--- config.mk ---
export PLATFORM = sky130hd
export DESIGN_NAME = apb_lockstep_cmp
export DESIGN_NICKNAME = d
export VERILOG_FILES = /design/src/rtl/apb_lockstep_pkg.sv /design/src/rtl/apb_lockstep_cmp.sv
export SDC_FILE = /design/constraint.sdc
export NUM_CORES = 1
export LEC_CHECK = 0
export CORE_MARGIN = 5
export CORE_UTILIZATION = 22
export DETAILED_ROUTE_END_ITERATION = 10
export GPL_TIMING_DRIVEN = 0
export MAX_ROUTING_LAYER = met4
export PLACE_DENSITY = 0.9
export SLEW_MARGIN = 10
export SYNTH_ARGS = -nofsm -noshare
export SYNTH_HDL_FRONTEND = slang
export SYNTH_SLANG_ARGS = --single-unit
--- constraint.sdc ---
create_clock -name vclk -period 1.9
set_input_delay 0.38 -clock vclk [all_inputs]
set_output_delay 0.38 -clock vclk [all_outputs]
set_load 0.05 [all_outputs]
--- src/rtl/apb_lockstep_pkg.sv ---
// Shared types for the APB lockstep checker: phase encoding and per-DUT field mismatch mask.
package apb_lockstep_pkg;

  typedef enum logic [1:0] {
    IDLE   = 2'd0,
    SETUP  = 2'd1,
    ACCESS = 2'd2
  } phase_e;

  localparam int FIELD_PREADY  = 0;
  localparam int FIELD_PRDATA  = 1;
  localparam int FIELD_PSLVERR = 2;

  typedef logic [2:0] field_mask_t;

endpackage

--- src/rtl/apb_lockstep_cmp.sv ---
// Compares one DUT response channel against the golden channel and reports which fields differ.
module apb_lockstep_cmp
  import apb_lockstep_pkg::*;
#(
  parameter int DATA_WIDTH = 32
) (
  input  logic                  cmp_rdy,
  input  logic                  cmp_data,
  input  logic                  rd,
  input  logic                  gold_pready,
  input  logic [DATA_WIDTH-1:0] gold_prdata,
  input  logic                  gold_pslverr,
  input  logic                  pready,
  input  logic [DATA_WIDTH-1:0] prdata,
  input  logic                  pslverr,
  output logic [2:0]            mask
);

  field_mask_t m;

  always_comb begin
    m                = '0;
    m[FIELD_PREADY]  = cmp_rdy && (pready != gold_pready);
    m[FIELD_PRDATA]  = cmp_data && rd && (prdata != gold_prdata);
    m[FIELD_PSLVERR] = cmp_data && (pslverr != gold_pslverr);
  end

  assign mask = m;

endmodule

# After elaboration in Yosys (flattened, before gate mapping)
# Cells that the tools add are included.
# classes
eq_ne	3
n_reduce_logical	4
# ops
cell	count
$ne 32x32->1	1
$logic_and 1x1->1	4
$ne 1x1->1	2
# totals
wordCells	7
register_bits	0

# Longest topological paths before layout
# depth
depth_word	2
mapped_depth	4
ltp_nobuf	4

# Least setup slack after synthesis
# No wires, ideal clock.
# synth_path
path_type	input to output
startpoint	input prdata[30]
endpoint	output mask[1]
slack_ns	0.117
n_path_buf	0
t_arrival_ns	1.403
cell_stages	4
cell_sequence	xnor2_1 -> nand4_1 -> nor4_1 -> a21oi_1
# synth_via
elab_chain_cells	2
# synth_lines
item	line_no	source
start: declaration	apb_lockstep_cmp.sv:14	input logic [DATA_WIDTH-1:0] prdata,
$ne 32x32->1	apb_lockstep_cmp.sv:24	m[FIELD_PRDATA] = cmp_data && rd && (prdata != gold_prdata);
$logic_and 1x1->1	apb_lockstep_cmp.sv:24	
end: declaration	apb_lockstep_cmp.sv:16	output logic [2:0] mask
# No other way between the ends.

# Final worst setup path
# layout_path
startpoint	input pslverr
endpoint	output mask[2]
# layout_via
elab_chain_cells	2
# layout_lines
item	line_no	source
start: declaration	apb_lockstep_cmp.sv:15	input logic pslverr,
$ne 1x1->1	apb_lockstep_cmp.sv:25	m[FIELD_PSLVERR] = cmp_data && (pslverr != gold_pslverr);
$logic_and 1x1->1	apb_lockstep_cmp.sv:25	
# No other way between the ends.

==> results.toml <==
[sta]
timing.fmax_mhz = 536
rsz0062_at_grt = "true"
worst_pin_slew_ns = 0.284
finalHoldViolations = 0
period_minus_slack_ns = 1.86
slew_headroom = 0.811
period_share = 0.981
setup_violations = 0
slew_violations = 0
holdWs_ns = 1.39

[layout]
antennaDiodeCount = 0
finish.utilization = 0.687
stdcell_count = 139
fillers = 160
nNetsFinal = 195
drive_above_1_share = 0.0492
layout.clock_buffers = 0
register_area_um2 = 0
area_growth_pct = 204
design.seq.count = 0

[global_route]
grt_pass1_vias = 622
grt-ovfl-total = 0
grt_first_pass_wirelength_mm = 2.50
grt_usage = 0.119
grt_max_degree = 3
antenna_found_initial = 0

[power]
power_uw = 223
p_leak_nw = 0.564
powerDensity_nw_per_um2 = 192
vdd_drop_max_mv = 0.111

[hold_path]
hp-class = "in -> out"
hold_path_end = "mask[1]"
worstHoldStart = "gold_prdata[10]"
hold-path-cell-count = 6

[job]
drv_cap = 0

[floorplan]
core_area_um2 = 1690
ios = 74
die_h_um = 51.7
rows = 15
fp.dieW_um = 51.7
dieArea_um2 = 2670
start_util = 0.226

[placement]
io_buffers = 74
dp.cells = 139
hpwl_mm = 1.68
gp_congestion = 0.663

[outcome]
outcome = "complete, no violations"

[synthesis]
synth_top_family_by_area = "XOR/XNOR gates"
synthSimpleGateAreaFrac = 0.207
synth_cell_types = 7
yosys-top-cells-area = "xnor2_1 (73%), nand4_1 (13%), xor2_1 (4.6%)"
ys_seq_area_frac = 0
syn_inst = 48
synth_fa_ha_area_frac = 0
synth_xor_area_frac = 0.780
synth_area_um2 = 382
synthMuxAreaShare = 0
synth_compound_area_frac = 0.0131
ys.warnings.count = 0
yosysTopAreaCellShare = 0.734
syn_area_per_cell_um2 = 7.95
syn_nets = 119
yosys.area.top_type = "xnor2_1"

[detailed_routing]
vias = 617
wire_per_inst_um = 12.5
viasPerCell = 4.44
drtIter0Drc = 0
dr.pass1.iters = 1
ant_nets = 0
drc = 0
drt-total-wl_mm = 1.74

[worst_setup_path]
crit_type = "in -> out"
arrival_ns = 1.48
crit_path_start = "pslverr"
critPathLaunchType = "primary input"
crit_required_ns = 1.52
crit_path_end_kind = "primary output"
path_max_fanout = 1

[clock_network]
cts_setup_buffers = 0
[report_power, final]
part	internal, mW	switching (mW)	leakage, nW	total, mW
clock network	0	0	0	0
registers	0	0	0	0
logic	0.148	0.0755	0.564	0.223
total	0.148	0.0755	0.564	0.223
[area by class of cell]
cell class / instances / area, um2 / area share
multi-input combinational: 48 / 402 / 0.346
timing repair buffer: 74 / 738 / 0.636
tap: 17 / 21.3 / 0.0183
[worst max-delay path: stages]
cell and delay, ns:
clkdlybuf4s50_1 0.47, xor2_1 0.13, and2_1 0.13, clkdlybuf4s15_2 0.37
[layer usage]
| metal | global-route usage | up-vias | wire length, um |
|---|---|---|---|
| li1 | - | 313 | - |
| met1 | 0.105 | 271 | 513 |
| met2 | 0.261 | 33 | 1030 |
| met3 | 0.0315 | 0 | 198 |
| met4 | 0 | 0 | 0 |
| met5 | - | - | 0 |
[how the worst max path moves through the flow]
stage | to | slack (ns) | cells past startpoint
after floorplan | mask[1] | 0.12 | 4
after global placement | mask[1] | -0.75 | 6
after detailed placement | mask[1] | -0.78 | 6
after CTS | mask[1] | -0.09 | 6
after global routing | mask[1] | -0.01 | 6
final | mask[2] | 0.04 | 4
[Yosys cell counts]
master,n
a21oi_1,1
xor2_1,2
nand4_1,8
nor4_1,2
and2_1,2
xnor2_1,32
nand2_1,1
[repair_timing]
action / in CTS / in global routing
hold buffers: 0 / 0
setup endpoints to repair: 3 / 2
gates resized for setup: 64 / 42
endpoints found under the hold margin: 0 / 0
pin swaps: 32 / 30
[layout by cell type, fill, tap and decap left out]
master,n
xnor2_1,31
dlygate4sd2_1,25
clkdlybuf4s15_1,25
dlymetal6s2s_1,14
nand4_1,8
clkdlybuf4s50_1,7
nor4_2,2
xor2_1,2
and2_1,2
xnor2_2,1
nand2_1,1
a21oi_1,1
buf_2,1
buf_4,1
clkdlybuf4s15_2,1
[per-stage QoR]
step | worst slack [ns] | TNS, ns | area (um2)
after floorplan | 0.117 | 0 | 382
after global placement | -0.754 | -1.52 | 1140
after detailed placement | -0.777 | -1.57 | 1140
after CTS | -0.0866 | -0.0866 | 1090
after global routing | -0.0145 | -0.0145 | 1160
final | 0.0359 | 0 | 1160
[cells by family after synthesis]
logic type / count (synthesis)
compound gates: 1
xor+xnor: 34
simple gates: 13
Power figures use the tool's default switching activity.
==> edit: new RTL, same flow settings <==
The parameter `DATA_WIDTH` goes from 32 to 28.
--- a/src/rtl/apb_lockstep_cmp.sv
+++ b/src/rtl/apb_lockstep_cmp.sv
@@ -3,5 +3,5 @@
   import apb_lockstep_pkg::*;
 #(
-  parameter int DATA_WIDTH = 32
+  parameter int DATA_WIDTH = 28
 ) (
   input  logic                  cmp_rdy,
Ports: changed (resized gold_prdata and prdata); port bits go from 74 to 66. No check against the original RTL was run, so the function may have changed too.
==> edit against the original RTL <==
Sequential share of layout area did not move. Design area fell by 4.6%. Worst hold slack got worse by 0.014 ns. Worst setup slack got worse by 0.00063 ns. Total power fell by 6.3%. Synthesized area fell by 11%. Routed wire length fell by 3.2%.
==> edit: results (changes against the original RTL) <==
metric,value,unit,change
Seq Cell Count,0,,unchanged
"Endpoint, Worst Hold",mask[1],,
setup ws final,0.03529,ns,-0.0006329 ns
post-synth net total,106,,-11%
Pint,138.5,uW,-6.2%
total detailed-routing wirelength,1682,um,-3.2%
Resize count post-CTS,29,,-55%
crit path capture,mask[1],,
Worst Setup SP,prdata[7],,
Crit path largest cell delay,0.47,ns,about the same
Placed Instance Area,1020,um^2,-11%
synth warn,0,,unchanged
DR pass1 iterations,2,,+1
Antenna Diode Count,0,,unchanged
number of global-route vias before repair,568,,-8.7%
layout net count,174,,-11%
Slew @ Worst Pin,0.2512,ns,-0.03317 ns
Hold Path Depth,6,,unchanged
setup bufs post-CTS,0,,unchanged
DR vias/cell,4.472,,+0.75%
count of cell types in the netlist,8,,+1
first-pass GRT wire length,2277,um,-8.8%
Post-synth top cells,"28 x xnor2_1, 7 x nand4_1, 2 x and2_1, 2 x xor2_1",,
worst vdd ir,113.2,uV,+1.9%
initial antenna violation count,0,,unchanged
via count,559,,-9.4%
pre-CTS setup slack,-0.7025,ns,+0.07465 ns
PortBufs,66,,-11%
Fillers,126,,-21%
layout cells sized above 1,0.06422,,+0.01504
Mapped Avg Cell Area,7.885,um^2,-0.82%
clock buf count,0,,unchanged
Pleak,0.7197,nW,+28%
global route overflow,0,,unchanged
Synth area leaders,"xnor2_1 72%, nand4_1 13%, xor2_1 5.2%",,
outcome,"complete, no violations",,
fmax,0.5363,GHz,about the same
Switching Share,0.3376,,-0.0005217
GPL Wtd Cong,0.6465,,-2.5%
GRT Util Overall,0.1161,,-0.003414
number of DRC markers in iteration 0,3,,+3
HP Start,gold_prdata[18],,
WHS,1.379,ns,-0.01410 ns
-- edit: changes by cell type after synthesis, sizes merged --
cell	before	now
nand4	8	7
nor3	0	1
nor4	2	1
xnor2	32	28
-- edit: cell type report --
type / count / area [um^2] / share of cell area
tap: 16 / 20.02 / 0.01808
multi-input combinational: 43 / 357.8 / 0.3232
timing repair buffer: 66 / 729.5 / 0.6588
-- edit: cell families (layout without fill, tap and decap cells) --
kind of cell | Yosys count | in the layout | synth area share
buffers and inverters | 0 | 66 | 0
AOI/OAI and AO/OA | 1 | 1 | 0.01475
and+or+nand+nor | 12 | 12 | 0.2103
xor gates and xnor gates | 30 | 30 | 0.7749
-- edit: routing by layer --
layer  share of wire  wire length, um  GRT usage  vias to the layer above
li1                -                -          -                      279
met1            0.28              474    0.09964                      250
met2            0.61             1022     0.2532                       30
met3            0.11              184    0.02752                        0
met4               0                0          0                        0
met5               0                0          -                        -
